File: config.mk
export PLATFORM = sky130hd
export DESIGN_NAME = memory_arbiter_2p
export DESIGN_NICKNAME = d
export VERILOG_FILES = /design/src/rtl/memory_arbiter_2p.sv
export SDC_FILE = /design/constraint.sdc
export NUM_CORES = 1
export LEC_CHECK = 0
export BUFFER_PORTS_ARGS = -buffer_cell sky130_fd_sc_hd__buf_2
export CAP_MARGIN = 20
export CORE_MARGIN = 4
export CORE_UTILIZATION = 42
export DETAILED_ROUTE_END_ITERATION = 10
export GPL_TIMING_DRIVEN = 1
export PLACE_DENSITY = 0.81
export SYNTH_ARGS = -nofsm -noshare
export SYNTH_HDL_FRONTEND = slang
export SYNTH_SLANG_ARGS = --single-unit
export TNS_END_PERCENT = 1
File: constraint.sdc
create_clock -name clk -period 1.33 [get_ports clk]
set_input_delay 0.1995 -clock clk [delete_from_list [all_inputs] [get_ports clk]]
set_output_delay 0.1995 -clock clk [all_outputs]
set_load 0.05 [all_outputs]
File: src/rtl/memory_arbiter_2p.sv
// memory_arbiter_2p
// Two-port round-robin arbiter and initialiser for a single-port synchronous
// memory (default 32 words x 4 bits). After every reset it writes INIT_VAL to
// every word, then shares the memory between requesters A and B. It never
// grants the same port in two consecutive cycles.
//
// Ports:
//   clk, reset               clock and synchronous active-high reset
//   req_x, wren_x            request (held until gnt_x) and write enable
//   addr_x, data_x           command address and write data
//   gnt_x                    one-cycle pulse: command accepted
//   rvalid_x                 one-cycle pulse, one cycle after a read grant
//   rdata                    shared read data, wired straight from mem_q
//   busy                     high during reset and initialisation
//   mem_addr/data/wren/q     memory interface
module memory_arbiter_2p #(
  parameter int ADDR_W = 5,
  parameter int DATA_W = 4,
  parameter logic [DATA_W-1:0] INIT_VAL = '0
) (
  input  logic              clk,
  input  logic              reset,
  input  logic              req_a,
  input  logic              req_b,
  input  logic              wren_a,
  input  logic              wren_b,
  input  logic [ADDR_W-1:0] addr_a,
  input  logic [ADDR_W-1:0] addr_b,
  input  logic [DATA_W-1:0] data_a,
  input  logic [DATA_W-1:0] data_b,
  output logic              gnt_a,
  output logic              gnt_b,
  output logic              rvalid_a,
  output logic              rvalid_b,
  output logic [DATA_W-1:0] rdata,
  output logic              busy,
  output logic [ADDR_W-1:0] mem_addr,
  output logic [DATA_W-1:0] mem_data,
  output logic              mem_wren,
  input  logic [DATA_W-1:0] mem_q
);

  typedef enum logic {ST_INIT = 1'b0, ST_RUN = 1'b1} state_t;

  // One extra counter bit marks "last address already issued".
  localparam logic [ADDR_W:0] CNT_DONE = {1'b1, {ADDR_W{1'b0}}};
  localparam logic [ADDR_W:0] CNT_ONE  = {{ADDR_W{1'b0}}, 1'b1};

  state_t            state_q, state_d;
  logic [ADDR_W:0]   cnt_q, cnt_d;
  logic              busy_q, busy_d;
  logic              gnt_a_q, gnt_a_d, gnt_b_q, gnt_b_d;
  logic              rvalid_a_q, rvalid_a_d, rvalid_b_q, rvalid_b_d;
  logic              mem_wren_q, mem_wren_d;
  logic [ADDR_W-1:0] mem_addr_q, mem_addr_d;
  logic [DATA_W-1:0] mem_data_q, mem_data_d;
  logic              last_b_q, last_b_d;   // 1: B won most recently
  logic              elig_a, elig_b, win_a, win_b;

  // A port whose grant is showing this cycle sits out one arbitration,
  // which also gives the requester time to drop or change its command.
  always_comb begin
    elig_a = req_a & ~gnt_a_q;
    elig_b = req_b & ~gnt_b_q;
    win_a  = elig_a & (~elig_b | last_b_q);
    win_b  = elig_b & ~win_a;
  end

  // Next-state logic.
  always_comb begin
    state_d = state_q;
    cnt_d   = cnt_q;
    if (state_q == ST_INIT) begin
      if (cnt_q == CNT_DONE) state_d = ST_RUN;
      else                   cnt_d   = cnt_q + CNT_ONE;
    end
  end

  // Output logic (values registered on the next edge).
  always_comb begin
    busy_d     = busy_q;
    gnt_a_d    = 1'b0;
    gnt_b_d    = 1'b0;
    rvalid_a_d = 1'b0;
    rvalid_b_d = 1'b0;
    mem_wren_d = 1'b0;
    mem_addr_d = mem_addr_q;
    mem_data_d = mem_data_q;
    last_b_d   = last_b_q;
    case (state_q)
      ST_INIT: begin
        if (cnt_q == CNT_DONE) begin
          busy_d = 1'b0;
        end else begin
          busy_d     = 1'b1;
          mem_wren_d = 1'b1;
          mem_addr_d = cnt_q[ADDR_W-1:0];
          mem_data_d = INIT_VAL;
        end
      end
      ST_RUN: begin
        busy_d = 1'b0;
        // During a gnt cycle mem_wren_q still holds the granted command's
        // direction, so a read's rvalid follows the grant by one cycle.
        rvalid_a_d = gnt_a_q & ~mem_wren_q;
        rvalid_b_d = gnt_b_q & ~mem_wren_q;
        if (win_a) begin
          gnt_a_d    = 1'b1;
          mem_wren_d = wren_a;
          mem_addr_d = addr_a;
          mem_data_d = data_a;
          last_b_d   = 1'b0;
        end else if (win_b) begin
          gnt_b_d    = 1'b1;
          mem_wren_d = wren_b;
          mem_addr_d = addr_b;
          mem_data_d = data_b;
          last_b_d   = 1'b1;
        end
      end
      default: ;
    endcase
  end

  // State and output registers.
  always_ff @(posedge clk) begin
    if (reset) begin
      state_q    <= ST_INIT;
      cnt_q      <= '0;
      busy_q     <= 1'b1;
      gnt_a_q    <= 1'b0;
      gnt_b_q    <= 1'b0;
      rvalid_a_q <= 1'b0;
      rvalid_b_q <= 1'b0;
      mem_wren_q <= 1'b0;
      mem_addr_q <= '0;
      mem_data_q <= '0;
      last_b_q   <= 1'b1;
    end else begin
      state_q    <= state_d;
      cnt_q      <= cnt_d;
      busy_q     <= busy_d;
      gnt_a_q    <= gnt_a_d;
      gnt_b_q    <= gnt_b_d;
      rvalid_a_q <= rvalid_a_d;
      rvalid_b_q <= rvalid_b_d;
      mem_wren_q <= mem_wren_d;
      mem_addr_q <= mem_addr_d;
      mem_data_q <= mem_data_d;
      last_b_q   <= last_b_d;
    end
  end

  assign gnt_a    = gnt_a_q;
  assign gnt_b    = gnt_b_q;
  assign rvalid_a = rvalid_a_q;
  assign rvalid_b = rvalid_b_q;
  assign busy     = busy_q;
  assign mem_wren = mem_wren_q;
  assign mem_addr = mem_addr_q;
  assign mem_data = mem_data_q;
  assign rdata    = mem_q;

endmodule
* Word level (Yosys, flattened, before mapping)
Cells that the tools add are included.
Word-level totals: bits in registers 23, word-level logic and storage cells 54
Operators by class: add/sub/neg operators 1, equal/unequal tests 3, muxes and demuxes 19, bitwise gates (word level) 14, reductions and logical operators 6
Operator list (number):
- 5-bit two-way mux | 3
- 4-bit two-way mux | 3
- 5-bit one-hot mux with 2 select lines | 1
- 1-bit two-way mux | 9
- 4-bit one-hot mux with 2 select lines | 1
- 1-bit NOT | 7
- 6-bit by 1-bit adder with 6-bit output (second input constant) | 1
- 1-bit AND | 6
- 6-bit == test (second input constant) | 1
- 2-bit AND reduction | 3
- 1-bit one-hot mux with 2 select lines | 2
- 3-bit by 1-bit != test with 1-bit output (second input constant) | 1
- 3-bit OR reduction | 1
- 2-bit != test (second input constant) | 1
- 2-bit nonzero test | 1
- 2-bit OR reduction | 1
- 1-bit bitwise OR | 1

* Longest topological paths before layout
depth in word-level cells 10, mapped depth 6

* Worst setup path after synthesis
Ideal clock, no wire load.
path kind reg2reg, start register gnt_a_q (netlist: gnt_a), end register mem_addr_q[2] (netlist: mem_addr[2]), library setup time 0.070 ns, data arrival time 1.486 ns, data required time 1.260 ns, slack -0.226 ns, stages on the path, launching flop included 6, path through dfxtp_1 nand2b_1 buf_2 nand3_1 a21oi_2 o2bb2ai_1
Between the ends: word-level cells in the longest chain between the ends 7, elaborated cells on any way between the ends 9, those cells by class eq/ne (1); mux (2); bitwise (5); reduce/logical (1)
Ends and longest elaborated chain:
- start: declaration | line 52 | logic gnt_a_q, gnt_a_d, gnt_b_q, gnt_b_d;
- start signal: assignment | line 143 | gnt_a_q <= gnt_a_d;
- 1-bit NOT * | line 63 | elig_a = req_a & ~gnt_a_q;
- 1-bit AND * | line 63
- 1-bit AND * | line 65 | win_a = elig_a & (~elig_b | last_b_q);
- 1-bit NOT | line 66 | win_b = elig_b & ~win_a;
- 1-bit AND | line 66
- 3-bit by 1-bit != test with 1-bit output (no line)
- 2-bit AND reduction (no line)
- end signal: assignment | line 148 | mem_addr_q <= mem_addr_d;
- end: declaration | line 55 | logic [ADDR_W-1:0] mem_addr_q, mem_addr_d;
Every way passes the cells marked *; elsewhere a longest branch is shown, timed or not. A chain may end at the register's enable or synchronous reset.

* Worst setup path in the final report
start register cnt_q[0], end register mem_addr_q[1] (netlist: mem_addr[1])
Between the ends: word-level cells in the longest chain between the ends 3
Ends and longest elaborated chain:
- start: declaration | line 50 | logic [ADDR_W:0] cnt_q, cnt_d;
- start signal: assignment | line 141 | cnt_q <= cnt_d;
- 6-bit == test | line 92 | if (cnt_q == CNT_DONE) begin
- 2-bit != test (no line)
- 2-bit AND reduction (no line)
Every way passes these cells.

==> results.md <==
- Status: complete, but fails checks
- Violated checks: setup timing
- Cts bufs inserted: 3
- Async S/R FF share, synth: 0%
- Clk sinks: 23
- Post-synthesis sequential area ratio: 41.8%
- Post-synth EDFFs: 0
- Unrepaired setup endpoints after global routing: true
- Via/cell ratio: 5.39
- Routing usage on met2: 29.6%
- Min cycle time layout: 1.38 ns
- Antenna Cells: 0
- Chip Height: 59.2 um
- Final Worst Setup Slack: -0.0528 ns
- Hold_buf cts: 0
- Worst Tran Pin Value: 0.281 ns
- GRT Overall Usage: 16.4%
- Syn_area_per_cell: 9.74 um2
- Ordered list of cells on the worst path: inv_1, ha_1, and4bb_4, nand3_4, a21oi_4, buf_6, o2bb2ai_1
- Die W: 59.2 um
- Netlist Area Pre-Place: 0.00110 mm2
- Initial DRT Pass Iterations: 4
- Starting Density: 44.0%
- Post-detailed-route DRC marker count: 0
- Die Area: 0.00350 mm2
- # nets final: 191
- Area Growth Syn to Fin: 33.3%
- CTS tree: done
- Slowest-stage cell, CP: dfxtp_2
- Cells after synthesis: 113
- Grt met1 use: 19.1%
- Final core occ: 58.7%
- I/O Buffers: 38
- Fraction of layout cells with a size suffix above 1: 47.5%
- Post-synth net total: 143
- Fin Setup TNS: -0.306 ns
- Hold Vio Cnt, Final: 0
- Hold crit path type: in2reg
- CP Max Fanout: 5
- Max Clock Freq: 0.723 GHz
- GR Layer Usage met3: 2.83%
- Max H-tree Level: 1
- Maximum clock path buffer count: 2
- Flop and latch count out of synthesis: 23
- Final wirelength: 2.78 mm
- Largest net degree at the start of global routing: 14
- Clock Root Buffer: clkbuf_4
- CP peak stage delay: 0.34 ns
- Total grt overflow: 0
- Clock Latency Late Sink: 0.31 ns
- Worst path required time: 1.58 ns
- Initial DRC count: 40
- GRT busiest layer: met2
- Slew Viols, Final: 0
- Vias post-DR: 1025
- Crit path launch type: flip-flop
- Final Skew: 0.00187 ns
- Clk slew on worst S/H paths: 0.13 ns
- Unique masters post-synth: 37
- Maximum ir drop on the vdd rail: 621 uV
- Fin crit share: 104%
- Worst Setup End Kind: flip-flop
- Static Leak: 0.000681 uW
- Antenna viol nets, final: 0
- Hold WS: 0.110 ns
- Maxcap violations: 0
- Max reg flops: 6
- Gpl congestion: 0.730
- Routed len/inst: 14.6 um
- Pwr Density: 822 mW/mm2
- Reg with most FFs: cnt_q
- Setup CP Type: reg2reg
- Initial antenna violation count: 0
- Fin cells: 190
- First-pass GRT wire length: 4.48 mm
- Detailed Place HPWL: 2.12 mm
- Placed Cells: 185
- Vias in the first global route: 1043
- Yosys warns: 0
- Synth Flop Type: dfxtp_1
- Core Area: 0.00250 mm2
- Final setup fails: 9
- I/O Pins: 47
- # rows: 18
- Arrival @ worst endpoint: 1.63 ns
- Relative slew margins: 81.0%
-- worst max-delay path, delay by kind of cell, from the launching register on --
kind,cells,cell delay (ns)
flops,1,0.34
compound gates,2,0.28
buf+inv,2,0.19
fa+ha+maj,1,0.13
simple gates,2,0.38
-- repair_timing --
item	in CTS	in global routing
resized for setup	12	5
endpoints found under the setup margin	11	13
gates cloned	0	0
buffers inserted	0	1
pin swaps	2	3
-- final timing paths --
path	end	slack (ns)	cells past startpoint	startpoint
worst max-delay path	mem_addr[1]	-0.05	7	cnt_q[0]
worst min-delay path	mem_wren	0.11	2	wren_a
worst max register to register	mem_addr[1]	-0.05	7	cnt_q[0]
worst min register to register	rvalid_b	0.46	1	mem_wren
-- through the flow --
stage / total power, uW / area [um2] / setup slack [ns]
2_1_floorplan: 849 / 1110 / -0.0776
3_3_place_gp: 877 / 1350 / 0.00313
3_5_place_dp: 885 / 1350 / -0.0419
4_1_cts: 1200 / 1440 / -0.0336
5_1_grt: 1260 / 1470 / -0.115
6_report: 1210 / 1470 / -0.0528
-- cell usage after synthesis (all sizes together), types with 2 or more instances --
| master | number | area [um2] |
|---|---|---|
| xor2 | 2 | 17.5 |
| ha | 2 | 25.0 |
| o211ai | 2 | 15.0 |
| nand2b | 3 | 18.8 |
| o21ai | 4 | 20.0 |
| o2bb2ai | 9 | 78.8 |
| o31ai | 5 | 37.5 |
| dfxtp | 23 | 460 |
| xnor2 | 2 | 17.5 |
| buf | 7 | 61.3 |
| mux2i | 5 | 50.1 |
| inv | 12 | 45.0 |
| nor2 | 8 | 37.5 |
| a21oi | 8 | 47.6 |
| nand3 | 3 | 20.0 |
| nor3 | 2 | 10.0 |
| clkbuf | 2 | 17.5 |
| nor3b | 3 | 33.8 |
| or2 | 2 | 12.5 |
-- power breakdown --
| part | switching [uW] | internal, uW | leakage, uW |
|---|---|---|---|
| Combinational | 96.2 | 74.0 | 0.000474 |
| Clock | 211 | 112 | 0.0000177 |
| Sequential | 10.2 | 702 | 0.000189 |
-- per-layer routing --
metal / part of all wire, % / up-vias / wire length [um]
met5: 0 / - / 0
met4: 1.8 / 0 / 51
met3: 7.4 / 8 / 205
met2: 50 / 47 / 1390
met1: 41 / 478 / 1130
li1: - / 492 / -
-- placed cells by master (no fill, tap or decap), types with 2 or more instances in the layout --
cell type,synthesis,final
nand2b_1,3,2
xor2_1,2,2
ha_1,2,2
o2bb2ai_1,9,4
o211ai_1,2,2
nand3_1,2,2
nor3b_1,2,2
dfxtp_1,23,18
a21oi_1,6,5
clkbuf_4,0,3
xnor2_1,2,2
buf_2,1,38
buf_6,1,2
buf_4,4,12
o21ai_0,4,4
mux2i_1,5,5
nor2_1,7,7
o2bb2ai_2,0,5
a21oi_4,0,2
dfxtp_2,0,4
nor3_1,2,2
o31ai_1,5,5
inv_1,12,12
-- final cells by class --
type                            count  area (um2)
Sequential cell                    23         469
Clock buffer                        3        22.5
Inverter                           12        45.0
Timing Repair Buffer               52         303
Clock inverter                      1        5.00
Multi-Input combinational cell     69         586
Tap cell                           30        37.5
Fill cell                         205        1030
-- cells by family (layout without fill, tap and decap cells) --
| family | after synthesis | in the layout | share of synthesized area (%) |
|---|---|---|---|
| mux | 5 | 5 | 4.55 |
| compound gates | 32 | 32 | 21.0 |
| xor+xnor | 4 | 4 | 3.18 |
| simple gates | 26 | 26 | 15.9 |
| fa+ha+maj | 2 | 2 | 2.27 |
| flops | 23 | 23 | 41.8 |
| buf+inv | 21 | 68 | 11.2 |
Note: power is estimated with default switching activity, not from simulation.
